--- config.mk ---
export PLATFORM = sky130hd
export DESIGN_NAME = aes_dec_stream_ctrl
export DESIGN_NICKNAME = d
export VERILOG_FILES = /design/src/rtl/aes_dec_stream_ctrl.sv
export SDC_FILE = /design/constraint.sdc
export NUM_CORES = 1
export LEC_CHECK = 0
export ABC_AREA = 0
export CAP_MARGIN = 10
export CELL_PAD_IN_SITES_DETAIL_PLACEMENT = 1
export CELL_PAD_IN_SITES_GLOBAL_PLACEMENT = 1
export CORE_MARGIN = 4
export CORE_UTILIZATION = 35
export CTS_CLUSTER_DIAMETER = 150
export DETAILED_ROUTE_END_ITERATION = 10
export GPL_TIMING_DRIVEN = 0
export PLACE_DENSITY_LB_ADDON = 0.1
export RECOVER_POWER = 25
export SYNTH_ARGS = -nofsm -noshare
export SYNTH_HDL_FRONTEND = slang
export SYNTH_SLANG_ARGS = --single-unit
--- constraint.sdc ---
create_clock -name clk -period 1.9 [get_ports clk]
set_input_delay 0.19 -clock clk [delete_from_list [all_inputs] [get_ports clk]]
set_output_delay 0.19 -clock clk [all_outputs]
set_load 0.05 [all_outputs]
--- src/rtl/aes_dec_stream_ctrl.sv ---
// rtl/aes_dec_stream_ctrl.sv - byte-stream collect/settle/emit controller around the inv_aes core
module aes_dec_stream_ctrl #(
  parameter int SETTLE_CYCLES = 4
) (
  input  logic         clk,
  input  logic         rst_n,
  input  logic [7:0]   in_data,
  input  logic         in_is_key,
  input  logic         in_valid,
  output logic         in_ready,
  output logic [7:0]   out_data,
  output logic         out_valid,
  input  logic         out_ready,
  output logic [127:0] dec_cipher_o,
  output logic [127:0] dec_key_o,
  input  logic [127:0] dec_plain_i,
  output logic         key_loaded,
  output logic         busy,
  output logic         err_proto
);

  localparam int SW = (SETTLE_CYCLES > 1) ? $clog2(SETTLE_CYCLES) : 1;
  localparam logic [SW-1:0] SETTLE_LAST = SW'(SETTLE_CYCLES - 1);

  typedef enum logic [1:0] {
    COLLECT = 2'd0,
    SETTLE  = 2'd1,
    EMIT    = 2'd2
  } state_t;

  state_t state, state_nxt;

  logic [3:0]    byte_cnt;
  logic [3:0]    emit_cnt;
  logic [SW-1:0] settle_cnt;
  logic          grp_is_key;
  logic [119:0]  col_shift;
  logic [127:0]  out_shift;

  logic          in_fire;
  logic          out_fire;
  logic          mix_err;
  logic          nokey_err;
  logic          byte_ok;
  logic          grp_done;
  logic          settle_done;
  logic          emit_done;
  logic [127:0]  col_next;

  // Key and ciphertext groups never overlap, so one collection shift register serves both.
  assign col_next    = {col_shift, in_data};
  assign in_fire     = in_valid && in_ready;
  assign out_fire    = out_valid && out_ready;
  assign mix_err     = (byte_cnt != 4'd0) && (in_is_key != grp_is_key);
  assign nokey_err   = !in_is_key && !key_loaded;
  assign byte_ok     = in_fire && !mix_err && !nokey_err;
  assign grp_done    = byte_ok && (byte_cnt == 4'd15);
  assign settle_done = (state == SETTLE) && (settle_cnt == SETTLE_LAST);
  assign emit_done   = out_fire && (emit_cnt == 4'd15);

  always_ff @(posedge clk) begin
    if (!rst_n) begin
      state <= COLLECT;
    end else begin
      state <= state_nxt;
    end
  end

  always_comb begin
    state_nxt = state;
    case (state)
      COLLECT: if (grp_done && !in_is_key) state_nxt = SETTLE;
      SETTLE:  if (settle_done) state_nxt = EMIT;
      EMIT:    if (emit_done) state_nxt = COLLECT;
      default: state_nxt = COLLECT;
    endcase
  end

  always_comb begin
    in_ready  = 1'b0;
    out_valid = 1'b0;
    if (rst_n) begin
      in_ready  = (state == COLLECT);
      out_valid = (state == EMIT);
    end
    out_data  = out_shift[127:120];
    busy      = (state != COLLECT) || (byte_cnt != 4'd0);
    err_proto = in_fire && (mix_err || nokey_err);
  end

  always_ff @(posedge clk) begin
    if (!rst_n) begin
      byte_cnt     <= 4'd0;
      emit_cnt     <= 4'd0;
      settle_cnt   <= '0;
      grp_is_key   <= 1'b0;
      col_shift    <= '0;
      out_shift    <= '0;
      dec_cipher_o <= '0;
      dec_key_o    <= '0;
      key_loaded   <= 1'b0;
    end else begin
      // A rejected byte throws away the partial group; committed key/cipher stay as they were.
      if (err_proto) begin
        byte_cnt <= 4'd0;
      end else if (byte_ok) begin
        byte_cnt  <= byte_cnt + 4'd1;
        col_shift <= col_next[119:0];
        if (byte_cnt == 4'd0) grp_is_key <= in_is_key;
        if (grp_done) begin
          if (in_is_key) begin
            dec_key_o  <= col_next;
            key_loaded <= 1'b1;
          end else begin
            dec_cipher_o <= col_next;
          end
        end
      end

      if (grp_done && !in_is_key) begin
        settle_cnt <= '0;
      end else if (state == SETTLE) begin
        settle_cnt <= settle_cnt + 1'b1;
      end

      if (settle_done) begin
        out_shift <= dec_plain_i;
        emit_cnt  <= 4'd0;
      end else if (out_fire) begin
        out_shift <= {out_shift[119:0], 8'h00};
        emit_cnt  <= emit_cnt + 4'd1;
      end
    end
  end

endmodule

# Yosys cells after proc, flatten, opt, wreduce, memory -nomap -nowiden
# Index checks and enable logic that the tools add are counted.
[classes]
bitwise_logic = 3
n_eq_ne = 9
n_mux = 8
n_reduce_logical = 30
addsub = 3
[ops]
columns = ["op", "count"]
rows = [
  ["128-bit two-way mux", 2],
  ["1-bit logical AND", 11],
  ["4-bit by 1-bit adder with 4-bit output, second input constant", 2],
  ["4-bit == test, second input constant", 2],
  ["4-bit AND reduction", 2],
  ["2-bit two-way mux", 3],
  ["2-bit inequality test, second input constant", 3],
  ["2-bit one-hot mux with 3 select lines", 1],
  ["3-bit AND reduction", 2],
  ["2-bit OR reduction", 3],
  ["2-bit == test, second input constant", 2],
  ["1-bit zero test", 4],
  ["4-bit zero test", 1],
  ["2-bit nonzero test", 2],
  ["4-bit nonzero test", 1],
  ["1-bit inverter", 3],
  ["2-bit by 1-bit adder with 2-bit output, second input constant", 1],
  ["2-bit by 1-bit == test with 1-bit output, second input constant", 1],
  ["2-bit zero test", 1],
  ["1-bit logical OR", 2],
  ["1-bit two-way mux", 2],
  ["2-bit AND reduction", 1],
  ["1-bit inequality test", 1],
]
[word_totals]
output_inout_bits = 269
regBits = 518
elab_cells = 63

# Longest topological paths before layout
# Gate-level depths: netlist of the first run.
[depth]
word_depth = 9
ltp_mapped = 8

# Worst setup path after synthesis of the first run
# OpenSTA, ideal clock, no wires.
[synth_path]
path_type = "flip-flop to flip-flop"
start = "register state[1]"
end = "register dec_cipher_o[100]"
setup_time_ps = 72
synth_period_minus_slack_ps = 2363
path_stages_with_launch = 7
arrival_ps = 2292
path_slack_ps = -463
t_required_ps = 1828
cell_sequence = "dfxtp_1 nor3b_2 nand2_1 nor4_2 buf_4 buf_4 mux2i_1"
[synth_via]
elab_chain_len = 7
elab_cells_between_ends = 9
[synth_lines]
columns = ["item", "line_no", "text"]
rows = [
  ["start, declared", "31", "state_t state, state_nxt;"],
  ["start signal, assigned", "65", "state <= state_nxt;"],
  ["2-bit zero test (*)", "83", "in_ready = (state == COLLECT);"],
  ["1-bit two-way mux (*)", "82", "if (rst_n) begin"],
  ["net in_ready", "10", "output logic in_ready,"],
  ["1-bit logical AND (*)", "52", "assign in_fire = in_valid && in_ready;"],
  ["1-bit logical AND (2 in a row)", "56", "assign byte_ok = in_fire && !mix_err && !nokey_err;"],
  ["1-bit logical AND", "57", "assign grp_done = byte_ok && (byte_cnt == 4'd15);"],
  ["4-bit AND reduction (no line) (*)", "-", ""],
  ["end signal, assigned", "115", "dec_cipher_o <= col_next;"],
  ["end, declared", "14", "output logic [127:0] dec_cipher_o,"],
]
# The timed path passes the listed nets; every way through them passes the cells marked *.
# A chain may end at the register's enable or synchronous reset.

# Worst setup path after layout of the first run
[layout_path]
start = "register byte_cnt[1]"
end = "register col_shift[39]"
[layout_via]
elab_chain_len = 6
elab_cells_between_ends = 9
[layout_lines]
columns = ["item", "line_no", "text"]
rows = [
  ["start, declared", "33", "logic [3:0] byte_cnt;"],
  ["start signal, assigned", "107", "byte_cnt <= byte_cnt + 4'd1;"],
  ["4-bit nonzero test (*)", "54", "assign mix_err = (byte_cnt != 4'd0) && (in_is_key != grp_is_key);"],
  ["1-bit logical AND (*)", "54", ""],
  ["1-bit zero test or 1-bit logical OR (tied branches)", "56, 88", ""],
  ["1-bit logical AND (on tied branches)", "56, 88", ""],
  ["1-bit logical AND or 1-bit inverter (tied branches)", "-", ""],
  ["2-bit AND reduction (no line) (*)", "-", ""],
  ["end signal, assigned", "108", "col_shift <= col_next[119:0];"],
  ["end, declared", "37", "logic [119:0] col_shift;"],
]
# Mark *: on every way between the ends. The rest lies on a longest branch, timed or not.

==> reports/metrics.yaml, run 1 <==
die:
  core.rowCount: 85
  initial_core_util_pct: 35.6
  dieArea_mm2: 0.0588
  core_region_area_mm2: 0.0541
  die_w_um: 242
  fp.dieH_um: 242
  ios: 410
cells_and_area:
  layout_commonest_cell: "nand2_1"
  drive_gt1_share_pct: 12.1
  synthToLayoutAreaGrowth_pct: 47.9
  register_area_mm2: 0.0104
  num-fill-cells: 5938
  final_cell_mix: "642 x nand2_1, 511 x dfxtp_1, 364 x mux2i_1"
  multi_input_area_mm2: 0.00825
  layout.cells.non_filler: 3319
  nNetsFinal: 2722
  final_util_pct: 52.6
worst_setup_path:
  startpoint_type: "flop"
  cp.arrival_ns: 2.79
  cp.required_ns: 2.44
  path_class: "flop to flop"
  cp_max_fo: 6
  endpoint_kind: "flop"
timing:
  layout_setup_ws_ns: -0.359
  hold_violations: 0
  max-slew-margin-rel_pct: 36.3
  maxSlewViolCount: 0
  final.setup_skew_ns: 0.0185
  max_freq_mhz: 443
  rsz0062_at_grt: "yes"
  finalSetupViolations: 385
  tightest_slew_ns: 0.956
  final.min_clock_period_ns: 2.26
  min_period_over_period_pct: 119
route:
  ant_nets: 0
  drt-initial-drc-count: 627
  wirelength_um: 73800
  viasPerCell: 5.00
  via_count: 16600
  drtPass1Iterations: 5
  wl_per_cell_um: 22.2
  drc: 0
yosys:
  yosysSeqAreaShare_pct: 53.9
  synthesis.nets: 2164
  synth_top_flop_cell: "dfxtp_1"
  syn-mean-instance-area_um2: 9.53
  synthesis.area_mm2: 0.0192
  ys_ff_latch: 518
  synthCells: 2019
  synth-edff-count: 0
  ys_warn_count: 0
  synthArstFlopShare_pct: 0
  ys_types: 41
outcome:
  status: "finished, violations left"
  violations: "setup timing"
clock_network:
  clkTransAtPathRegs_ns: 0.06
  cts_hold_buf: 0
  cts_buffers: 55
  numClockSinks: 518
  tritoncts: "built"
  root_buffer: "clkbuf_16"
  htreeDepth: 2
  ctsLongestPathBuffers: 3
  clk_latency_ns: 0.61
placed_design:
  dpl.cell_count: 3123
  pre_cts_ws_ns: -0.887
  portBuffers: 408
  gp_congestion: 0.803
  hpwlAfterDp_um: 49600
pwr:
  total_power_mw: 23.0
  power.density_mw_per_mm2: 808
  vdd_drop_max_v: 0.000747
  p_leak_nw: 12.8
global_route:
  grt_pass1_wl_um: 106000
  track_usage_pct: 23.0
  antenna_found_initial: 3
  grt_max_degree: 15
  first_global_vias: 17700
  globalRouteOverflowTotal: 0
min_path:
  hold_path_class: "input port to flop"
run:
  cap_viol_max_count: 0
[power by group]
part / total (mW) / internal, mW / switching, mW
clock network: 11.1 / 6.50 / 4.61
logic: 1.02 / 0.528 / 0.493
registers: 10.9 / 10.9 / 0.00512
[kinds of logic (layout without fill, tap and decap cells)]
logic type	after synthesis	after routing	synth area share, %
xor+xnor	4	4	0.182
compound gates	257	257	7.71
buf+inv	168	769	4.10
fa+ha+maj	4	4	0.260
flops	518	518	53.9
simple gates	691	691	14.3
mux	377	377	19.6
other cells	0	3	0
[what timing repair did]
item                                    in CTS  in global routing
pin swaps                                    7                 11
cloned                                      18                 27
hold endpoints to repair                     0                  0
resized for setup                          121                455
buffers inserted                            25                 35
endpoints found under the setup margin     775                762
[cells in the mapped netlist (8+ instances only)]
cell type	count	area [um^2]
dfxtp_1	518	10400
a31oi_1	120	751
o21ai_1	50	250
buf_1	8	30.0
a21boi_1	8	60.1
nor2_1	9	33.8
nand2_1	644	2420
nand3_1	9	45.0
buf_4	38	285
buf_2	13	65.1
clkbuf_1	106	398
mux2i_1	377	3770
o21ai_0	70	350
[final timing paths]
path | start | endpoint | slack, ns | depth (start not counted)
setup / recovery | byte_cnt[1] | col_shift[39] | -0.36 | 13
hold / removal | dec_plain_i[7] | out_shift[7] | 0.14 | 3
setup reg to reg | byte_cnt[1] | col_shift[39] | -0.36 | 13
hold reg to reg | dec_cipher_o[45] | dec_cipher_o[45] | 0.45 | 2
[state kept, by name, indices dropped and copies added, names as in the netlist]
signal	flops
out_shift	128
dec_key_o	128
col_shift	120
settle_cnt	2
byte_cnt	4
key_loaded	1
grp_is_key	1
dec_cipher_o	128
state	2
emit_cnt	4
[final cells by class]
cell class | instances | share of cell area (%)
Sequential cell | 518 | 36.5
Clock inverter | 17 | 0.646
Inverter | 3 | 0.0396
Tap cell | 696 | 3.06
Timing Repair Buffer | 506 | 20.4
Clock buffer | 83 | 5.91
Multi-Input combinational cell | 1333 | 29.0
Buffer | 160 | 4.48
Antenna cell | 3 | 0.0264
[critical path, stage by stage (launching register included)]
cell and delay, ns:
dfxtp_2 0.33, inv_2 0.08, ha_4 0.14, and4bb_2 0.27, nor3_4 0.07, buf_6 0.15, buf_6 0.11, buf_6 0.11
nor3_4 0.20, buf_12 0.18, buf_12 0.12, buf_8 0.11, clkbuf_16 0.14, mux2i_1 0.19
[stage by stage]
stage,area [um^2],hold WS [ns],TNS [ns]
6_report,28500,0.138,-91.61
5_1_grt,28500,0.138,-130.45
4_1_cts,27200,0.0938,-106.83
3_5_place_dp,24300,0.449,-291.86
3_3_place_gp,24300,0.443,-262.50
2_1_floorplan,19300,0.325,-2.28
[per-layer routing]
metal	track usage [%]	wire length, um	vias up
met3	4.87	3680	104
met2	40.5	36400	340
met5	0	13	-
met4	5.70	1880	2
met1	28.9	31800	8158
li1	-	-	7983
(Power assumes the default switching activity.)
==> run 2, diff against run 1 <==
Settings changed: CORE_ASPECT_RATIO set to 1.2, CORE_UTILIZATION 35 to 41, SLEW_MARGIN set to 0.
Clock period 1.9 ns to 2.6 ns, I/O delays scaled along.
==> run 2 against run 1 <==
Against the previous run: the flow now finishes without violations; final area shrank 9.5%; flip-flop and latch count is the same; global-route usage grew 2.6 points; first-iteration DRC count shrank 8.0%; via count shrank 2.2%; non-clock buffer count shrank 90; critical path depth shrank 6; sequential power shrank 27%; largest power group is now sequential cells.
==> reports/metrics.yaml, run 2 (synthesis gave the netlist of run 1 again) <==
outcome:
  status: "complete, no violations"
pwr:
  p_clk_share_pct: 45.7
  power_frac_comb_pct: 3.8
  swShare_pct: 22.1
  vdd_drop_max_v: 0.000556
  total_power_mw: 15.8
  power.density_mw_per_mm2: 611
  switchingPower_mw: 3.47
  seqPwrFrac_pct: 50.4
  p_leak_nw: 9.21
  internal_power_mw: 12.3
route:
  via_count: 16200
  drc: 0
  wl_per_cell_um: 21.2
  ant_nets: 0
  viasPerCell: 5.17
  drt-initial-drc-count: 577
  drtPass1Iterations: 5
  wirelength_um: 66500
timing:
  rsz0062_at_grt: "no"
  max-slew-margin-rel_pct: 36.2
  final.setup_skew_ns: 0.0179
  layout_setup_ws_ns: 0.153
  finalSetupViolations: 0
  setup-tns-final_ns: 0
  maxSlewViolCount: 0
  hold_violations: 0
  final.min_clock_period_ns: 2.45
  tightest_slew_ns: 0.958
  max_freq_mhz: 409
  min_period_over_period_pct: 94.1
cells_and_area:
  nNetsFinal: 2629
  largestRegisters: "dec_cipher_o: 128 flops, dec_key_o: 128 flops, out_shift: 128 flops"
  num-fill-cells: 5158
  final_cell_mix: "644 x nand2_1, 518 x dfxtp_1, 377 x mux2i_1"
  layout.cells.non_filler: 3139
  final_area_mm2: 0.0258
  synthToLayoutAreaGrowth_pct: 33.9
  drive_gt1_share_pct: 5.40
  layout_commonest_cell: "nand2_1"
die:
  fp.dieH_um: 245
  core.rowCount: 86
  dieArea_mm2: 0.0505
  core_region_area_mm2: 0.0462
  die_w_um: 206
  ios: 410
  initial_core_util_pct: 41.7
clock_network:
  ctsLongestPathBuffers: 3
  cts_buffers: 52
  clk_latency_ns: 0.60
  tritoncts: "built"
  clkTransAtPathRegs_ns: 0.06
  numClockSinks: 518
  root_buffer: "clkbuf_16"
  htreeDepth: 2
worst_setup_path:
  slowest_stage: "dfxtp_1"
  cpPeakStageDelay_ns: 0.38
  crit_chain: "inv_1 -> ha_1 -> nor3b_4 -> nor3b_4 -> nor2_1 -> nor2_1 -> buf_2"
  endpoint_kind: "primary output"
  startpoint_type: "flop"
  cp.required_ns: 2.34
  path_class: "flop to primary output"
  critPathTopFamily: "simple AND/OR/NAND/NOR gates"
  cp.arrival_ns: 2.19
  crit_buf_inv: 2
  cp_max_fo: 4
global_route:
  first_global_vias: 17800
  globalRouteOverflowTotal: 0
  grt_max_degree: 14
  antenna_found_initial: 5
  track_usage_pct: 25.6
  grt_pass1_wl_um: 102000
placed_design:
  dpl.cell_count: 3043
  portBuffers: 408
  dpl_cell_area_mm2: 0.0241
  gp_congestion: 0.860
  hpwlAfterDp_um: 48400
  pre_cts_ws_ns: -0.277
run:
  cap_viol_max_count: 0
min_path:
  hold_path_class: "input port to flop"
run 2: metrics by stage:
step | hold slack [ns] | utilization [%]
after floorplan | 0.395 | -
after global placement | 0.442 | 52.2
after detailed placement | 0.446 | 52.2
after CTS | 0.143 | 55.8
after global routing | 0.239 | 55.8
final | 0.236 | 55.8
run 2: timing repair:
item / CTS / global route
endpoints found under the setup margin: 117 / 126
gates resized for setup: 12 / 1
hold buffers: 0 / 0
endpoints found under the hold margin: 0 / 0
buffers inserted: 2 / 1
pin swaps: 3 / 1
run 2: power groups by stage:
stage | Sequential, mW | Clock [mW] | Combinational, mW
2_1_floorplan | 8.12 | 0 | 0.256
3_3_place_gp | 8.12 | 0 | 0.584
3_5_place_dp | 8.12 | 0 | 0.592
4_1_cts | 7.95 | 7.33 | 0.606
5_1_grt | 7.94 | 7.66 | 0.647
6_report | 7.95 | 7.20 | 0.604
run 2: final timing paths:
| check | startpoint | to | slack (ns) | cells past startpoint |
|---|---|---|---|---|
| max | byte_cnt[0] | err_proto | 0.15 | 7 |
| min | dec_plain_i[7] | out_shift[7] | 0.24 | 3 |
| max reg2reg | state[0] | out_shift[110] | 0.16 | 6 |
| min reg2reg | dec_cipher_o[99] | dec_cipher_o[99] | 0.46 | 2 |
run 2: metal layers:
layer  routed length [um]  part of all wire [%]  vias up  GRT usage, %
li1                     -                     -     7748             -
met1                28200                    42     7978          31.5
met2                32800                    49      387          45.0
met3                 3480                   5.2      108          5.65
met4                 1970                   3.0        4          7.50
met5                   28                 0.042        -             0
run 2: layout make-up:
type                    count  area, um^2  share of cell area, %
clock buffers              78        1530                   5.94
multi-input cells        1333        8110                   31.5
well taps                 616         771                   2.99
plain buffers             165         786                   3.05
repair buffers            411        4100                   15.9
clock inverters            12        77.6                  0.301
flip-flops and latches    518       10400                   40.2
inverters                   3        11.3                 0.0437
diodes                      3        7.51                 0.0291
run 2: worst register-to-register path: cells and delay by family, from the launching register on:
| kind | cells | cell delay, ns |
|---|---|---|
| AO/OA/AOI/OAI | 2 | 0.39 |
| flip-flops | 1 | 0.42 |
| buffers and inverters | 2 | 0.79 |
| AND/OR/NAND/NOR | 2 | 0.70 |
